$ cat src/rtl/cam_pkg.sv
// rtl/cam_pkg.sv - shared CAM geometry and match-encoder state codes
package cam_pkg;

  localparam int CAM_DEPTH  = 16;
  localparam int CAM_ADDR_W = 4;

  localparam logic [1:0] ST_IDLE = 2'd0;
  localparam logic [1:0] ST_EMIT = 2'd1;
  localparam logic [1:0] ST_MISS = 2'd2;

endpackage

$ cat src/rtl/cam_prio_enc.sv
// rtl/cam_prio_enc.sv - lowest-set-bit encoder: index, one-hot mask, single-bit flag
module cam_prio_enc
  import cam_pkg::*;
#(
  parameter int DEPTH  = CAM_DEPTH,
  parameter int ADDR_W = CAM_ADDR_W
) (
  input  logic [DEPTH-1:0]  vec,
  output logic [ADDR_W-1:0] idx,
  output logic [DEPTH-1:0]  mask,
  output logic              single
);

  always_comb begin
    idx = '0;
    for (int i = DEPTH - 1; i >= 0; i--) begin
      if (vec[i]) idx = ADDR_W'(i);
    end
  end

  // Two's-complement isolates the lowest set bit; clearing it leaves zero iff one bit was set.
  assign mask   = vec & (~vec + DEPTH'(1));
  assign single = (vec != '0) && ((vec & (vec - DEPTH'(1))) == '0);

endmodule

$ cat src/rtl/cam_match_encoder.sv
// rtl/cam_match_encoder.sv - streams indices of set match bits, lowest first
// Optional hit_count output enabled by CAM_MATCH_COUNT_EN.
module cam_match_encoder
  import cam_pkg::*;
#(
  parameter int DEPTH  = CAM_DEPTH,
  parameter int ADDR_W = CAM_ADDR_W
) (
  input  logic              clk,
  input  logic              rst_n,
  input  logic              ena,
  input  logic [DEPTH-1:0]  match_vec,
  input  logic              match_valid,
  output logic              match_ready,
  output logic [ADDR_W-1:0] idx,
  output logic              idx_valid,
  output logic              idx_last,
  output logic              miss,
  input  logic              idx_ready,
  output logic              busy
`ifdef CAM_MATCH_COUNT_EN
  ,
  output logic [ADDR_W:0]   hit_count
`endif
);

  logic [1:0]        state_q, state_d;
  logic [DEPTH-1:0]  pending_q, pending_d;
  logic [DEPTH-1:0]  mask_q, mask_d;
  logic [ADDR_W-1:0] idx_q, idx_d;
  logic              idx_valid_q, idx_valid_d;
  logic              idx_last_q, idx_last_d;
  logic              miss_q, miss_d;

  logic [ADDR_W-1:0] enc_idx;
  logic [DEPTH-1:0]  enc_mask;
  logic              enc_single;
  logic              accept, hs, load;

  assign match_ready = ena & (state_q == ST_IDLE);
  assign accept      = match_valid & match_ready;
  assign hs          = ena & idx_valid_q & idx_ready;
  assign load        = (accept & (|match_vec))
                     | ((state_q == ST_EMIT) & hs & ~idx_last_q);

  always_comb begin
    state_d   = state_q;
    pending_d = pending_q;
    case (state_q)
      ST_IDLE: begin
        if (accept) begin
          pending_d = match_vec;
          state_d   = (|match_vec) ? ST_EMIT : ST_MISS;
        end
      end
      ST_EMIT: begin
        if (hs) begin
          pending_d = pending_q & ~mask_q;
          if (idx_last_q) state_d = ST_IDLE;
        end
      end
      ST_MISS: begin
        if (hs) state_d = ST_IDLE;
      end
      default: state_d = ST_IDLE;
    endcase
  end

  // Encoding the next pending vector lets every record leave straight from flops.
  cam_prio_enc #(
    .DEPTH  (DEPTH),
    .ADDR_W (ADDR_W)
  ) u_prio_enc (
    .vec    (pending_d),
    .idx    (enc_idx),
    .mask   (enc_mask),
    .single (enc_single)
  );

  always_comb begin
    idx_d       = idx_q;
    mask_d      = mask_q;
    idx_valid_d = idx_valid_q;
    idx_last_d  = idx_last_q;
    miss_d      = miss_q;
    if (load) begin
      idx_d       = enc_idx;
      mask_d      = enc_mask;
      idx_last_d  = enc_single;
      miss_d      = 1'b0;
      idx_valid_d = 1'b1;
    end else if (accept) begin
      idx_d       = '0;
      mask_d      = '0;
      idx_last_d  = 1'b1;
      miss_d      = 1'b1;
      idx_valid_d = 1'b1;
    end else if (hs & idx_last_q) begin
      idx_valid_d = 1'b0;
    end
  end

  always_ff @(posedge clk) begin
    if (!rst_n) begin
      state_q     <= ST_IDLE;
      pending_q   <= '0;
      mask_q      <= '0;
      idx_q       <= '0;
      idx_valid_q <= 1'b0;
      idx_last_q  <= 1'b0;
      miss_q      <= 1'b0;
    end else if (ena) begin
      state_q     <= state_d;
      pending_q   <= pending_d;
      mask_q      <= mask_d;
      idx_q       <= idx_d;
      idx_valid_q <= idx_valid_d;
      idx_last_q  <= idx_last_d;
      miss_q      <= miss_d;
    end
  end

  assign idx       = idx_q;
  assign idx_valid = idx_valid_q;
  assign idx_last  = idx_last_q;
  assign miss      = miss_q;
  assign busy      = (state_q != ST_IDLE);

`ifdef CAM_MATCH_COUNT_EN
  logic [ADDR_W:0] hit_count_q, hit_count_d;

  always_comb begin
    hit_count_d = hit_count_q;
    if (accept) begin
      hit_count_d = '0;
      for (int i = 0; i < DEPTH; i++) begin
        hit_count_d = hit_count_d + (ADDR_W + 1)'(match_vec[i]);
      end
    end
  end

  always_ff @(posedge clk) begin
    if (!rst_n) begin
      hit_count_q <= '0;
    end else if (ena) begin
      hit_count_q <= hit_count_d;
    end
  end

  assign hit_count = hit_count_q;
`endif

endmodule
$ cat config.mk
export PLATFORM = sky130hd
export DESIGN_NAME = cam_match_encoder
export DESIGN_NICKNAME = d
export VERILOG_FILES = /design/src/rtl/cam_pkg.sv /design/src/rtl/cam_prio_enc.sv /design/src/rtl/cam_match_encoder.sv
export SDC_FILE = /design/constraint.sdc
export NUM_CORES = 1
export LEC_CHECK = 0
export CAP_MARGIN = 20
export CORE_MARGIN = 3
export CORE_UTILIZATION = 49
export DETAILED_ROUTE_END_ITERATION = 6
export DONT_BUFFER_PORTS = 1
export PLACE_DENSITY = 0.75
export SETUP_SLACK_MARGIN = 0.3
export SKIP_LAST_GASP = 1
export SLEW_MARGIN = 20
export SYNTH_ARGS = -nofsm -noshare
export SYNTH_HDL_FRONTEND = slang
export SYNTH_SLANG_ARGS = --single-unit
$ cat constraint.sdc
create_clock -name clk -period 4.5 [get_ports clk]
set_input_delay 0.675 -clock clk [delete_from_list [all_inputs] [get_ports clk]]
set_output_delay 0.675 -clock clk [all_outputs]
set_load 0.01 [all_outputs]
==> flow_metrics.py <==
metrics = {
    "outcome": {
        "outcome": "complete, no violations",
    },
    "drt": {
        "wl_met3_um": 397,
        "firstDrtPassIters": 4,
        "num_vias": 1981,
        "wl_mm": 5.49,
        "met1_length_mm": 2.51,
        "drtIter0Drc": 183,
        "drc": 0,
        "vias_per_cell": 6.25,
        "highest_layer": "met4",
        "antenna_left": 0,
        "wl_met2_mm": 2.52,
        "wl_per_cell_um": 17.3,
    },
    "sta": {
        "setup_tns_ps": 0,
        "min_period_over_period": 0.673,
        "finalMaxSlewViolations": 0,
        "setup_violations": 0,
        "hold_viol": 0,
        "skew_ps": 9.19,
        "tightest_slew_ps": 653,
        "slew_headroom": 0.565,
        "hold_ws_ps": 465,
        "rsz0062_at_grt": "no",
        "period_minus_slack_ps": 3030,
        "fmax_mhz": 330,
    },
    "clock_network": {
        "clk_pin_slew_ps": 80,
        "hold_buffers": 0,
        "cts_made_buffers": 5,
        "cts_tree": "built",
        "ctsResizeCount": 0,
        "cts_setup_buffers": 0,
        "htreeDepth": 2,
        "cts_root_buf": "clkbuf_8",
        "cts_buffer_depth": 2,
        "clock-sinks": 41,
        "clk_latency_ps": 290,
    },
    "final_layout": {
        "final_cell_mix": "41 x nor2_1, 41 x dfxtp_1, 18 x nand2_1",
        "final_area_um2": 2410,
        "nFillCells": 424,
        "diodes": 0,
        "drive_gt1_frac": 0.121,
        "area_delta_synth_final_pct": 6.47,
        "multiInputGateArea_um2": 1340,
        "fin_nets": 285,
        "final-seq-area_um2": 821,
    },
    "yosys": {
        "synth-edff-count": 0,
        "synth_nets": 288,
        "synth_area_per_cell_um2": 8.48,
        "yosysUniqueCellTypes": 53,
        "yosys_warnings": 0,
        "synth_top_area_frac": 0.363,
        "synthCells": 267,
        "async_flop_share": 0,
        "ys_seq_area_frac": 0.363,
        "synth-seq-cells": 41,
        "synth_ff_type": "dfxtp_1",
        "syn-cell-area_um2": 2260,
        "yosys-top-cells-area": "dfxtp_1 36%, nor2_1 6.8%, mux2i_1 6.6%, a21oi_1 3.3%, and3_1 3.0%",
        "synth_top_area_cell": "dfxtp_1",
    },
    "global_route": {
        "grt_overflow_total": 0,
        "grt_use_total": 0.208,
        "grt_first_pass_wirelength_mm": 8.67,
        "grt_max_degree": 35,
        "grt_pass1_vias": 1841,
        "antenna_found_initial": 0,
    },
    "placement": {
        "routabilityCongestion": 0.832,
        "numPortBuffers": 0,
        "placed_area_um2": 2280,
        "hpwl_mm": 4.00,
    },
    "worst_setup_path": {
        "crit_arrival_ps": 3260,
        "worstRegToRegCells": 8,
        "rr_endpoint": "mask_q[14]",
        "cp.required_ps": 4740,
        "rrSetupSlack_ps": 1470,
        "worst_setup_path_start_kind": "register",
        "startpoint": "state_q[0]",
        "path_max_fanout": 10,
        "crit_end": "mask_q[14]",
        "worst_setup_path_end_kind": "register",
        "r2r_start": "state_q[0]",
        "critPathKind": "register to register",
    },
    "power": {
        "p_leak_nw": 0.910,
        "irDropWorstVdd_uv": 149,
        "powerDensity_nw_per_um2": 369,
    },
    "floorplan": {
        "rows": 24,
        "pin_count": 30,
        "dieArea_um2": 5470,
        "start_util": 0.513,
        "die_w_um": 74.0,
        "core_area_um2": 4410,
        "die_h_um": 74.0,
    },
    "hold_path": {
        "hp-class": "register to register",
    },
    "run": {
        "drv_cap": 0,
    },
}
-- sequential cells by signal (all words and copies together) (netlist names) --
register	count
idx	4
idx_last	1
idx_valid	1
mask_q	16
miss	1
pending_q	16
state_q	2
-- power breakdown --
group	internal [mW]	total [mW]	switching, mW
Clock	0.220	0.350	0.129
Combinational	0.0618	0.154	0.0920
Sequential	0.375	0.386	0.0110
-- area by class of cell --
cell class | count | area share
well taps | 52 | 0.0270
clock buffers | 5 | 0.0286
multi-input cells | 207 | 0.557
repair buffers | 4 | 0.0125
clock inverters | 3 | 0.0270
inverters | 5 | 0.00779
flip-flops and latches | 41 | 0.341
-- synthesized netlist by cell type (all sizes together) (2+ instances only) --
cell and n:
a22oi 7, nand2b 4, or2 5, nand3 6, maj3 2, inv 4, clkbuf 8, and2 7
nand2 18, dfxtp 41, o221a 2, o221ai 2, nor4 9, nand4 3, buf 6, a21oi 19
o21ai 7, a21o 4, or3 2, a22o 2, a211oi 5, and3 11, mux2 6, mux2i 15
o31ai 2, nor2b 5, nor3 3, nor2 41, a32oi 7
-- worst max-delay path, cell delays in order, from the launching register on --
cell	delay [ps]
dfxtp_1	470
and4b_1	480
and2_1	470
buf_4	250
a21oi_1	190
or3_1	440
nor4_1	390
a32oi_1	180
nor2_1	100
-- kinds of logic after synthesis --
kind of cell    after synthesis  share of synthesized area
simple gates                116                      0.255
mux                          21                     0.0962
compound gates               68                      0.224
fa+ha+maj                     2                    0.00940
flops                        41                      0.363
buf+inv                      19                     0.0531
-- per-layer routing --
metal,track usage,up-vias
li1,-,985
met1,0.271,931
met2,0.326,59
met3,0.0635,6
met4,0.0744,0
met5,0,-
-- through the flow --
| step | setup WS [ps] | util | total power, mW | std cells |
|---|---|---|---|---|
| global route | 1260 | 0.546 | 0.929 | 317 |
| global placement | 1310 | 0.516 | 0.544 | 309 |
| floorplan | 1690 | - | 0.516 | 267 |
| CTS | 1500 | 0.546 | 0.895 | 317 |
| finish | 1470 | 0.546 | 0.890 | 317 |
| detailed placement | 1260 | 0.516 | 0.546 | 309 |
-- worst min path at each step --
stage | slack [ps] | cells after the start | from | end
after floorplan | 430 | 2 | mask_q[3] | mask_q[3]
after global placement | 440 | 2 | mask_q[3] | mask_q[3]
after detailed placement | 450 | 2 | mask_q[3] | mask_q[3]
after CTS | 460 | 2 | mask_q[3] | mask_q[3]
after global routing | 480 | 2 | mask_q[3] | mask_q[3]
final | 470 | 2 | mask_q[2] | mask_q[2]
Note: power is estimated with default switching activity, not from simulation.
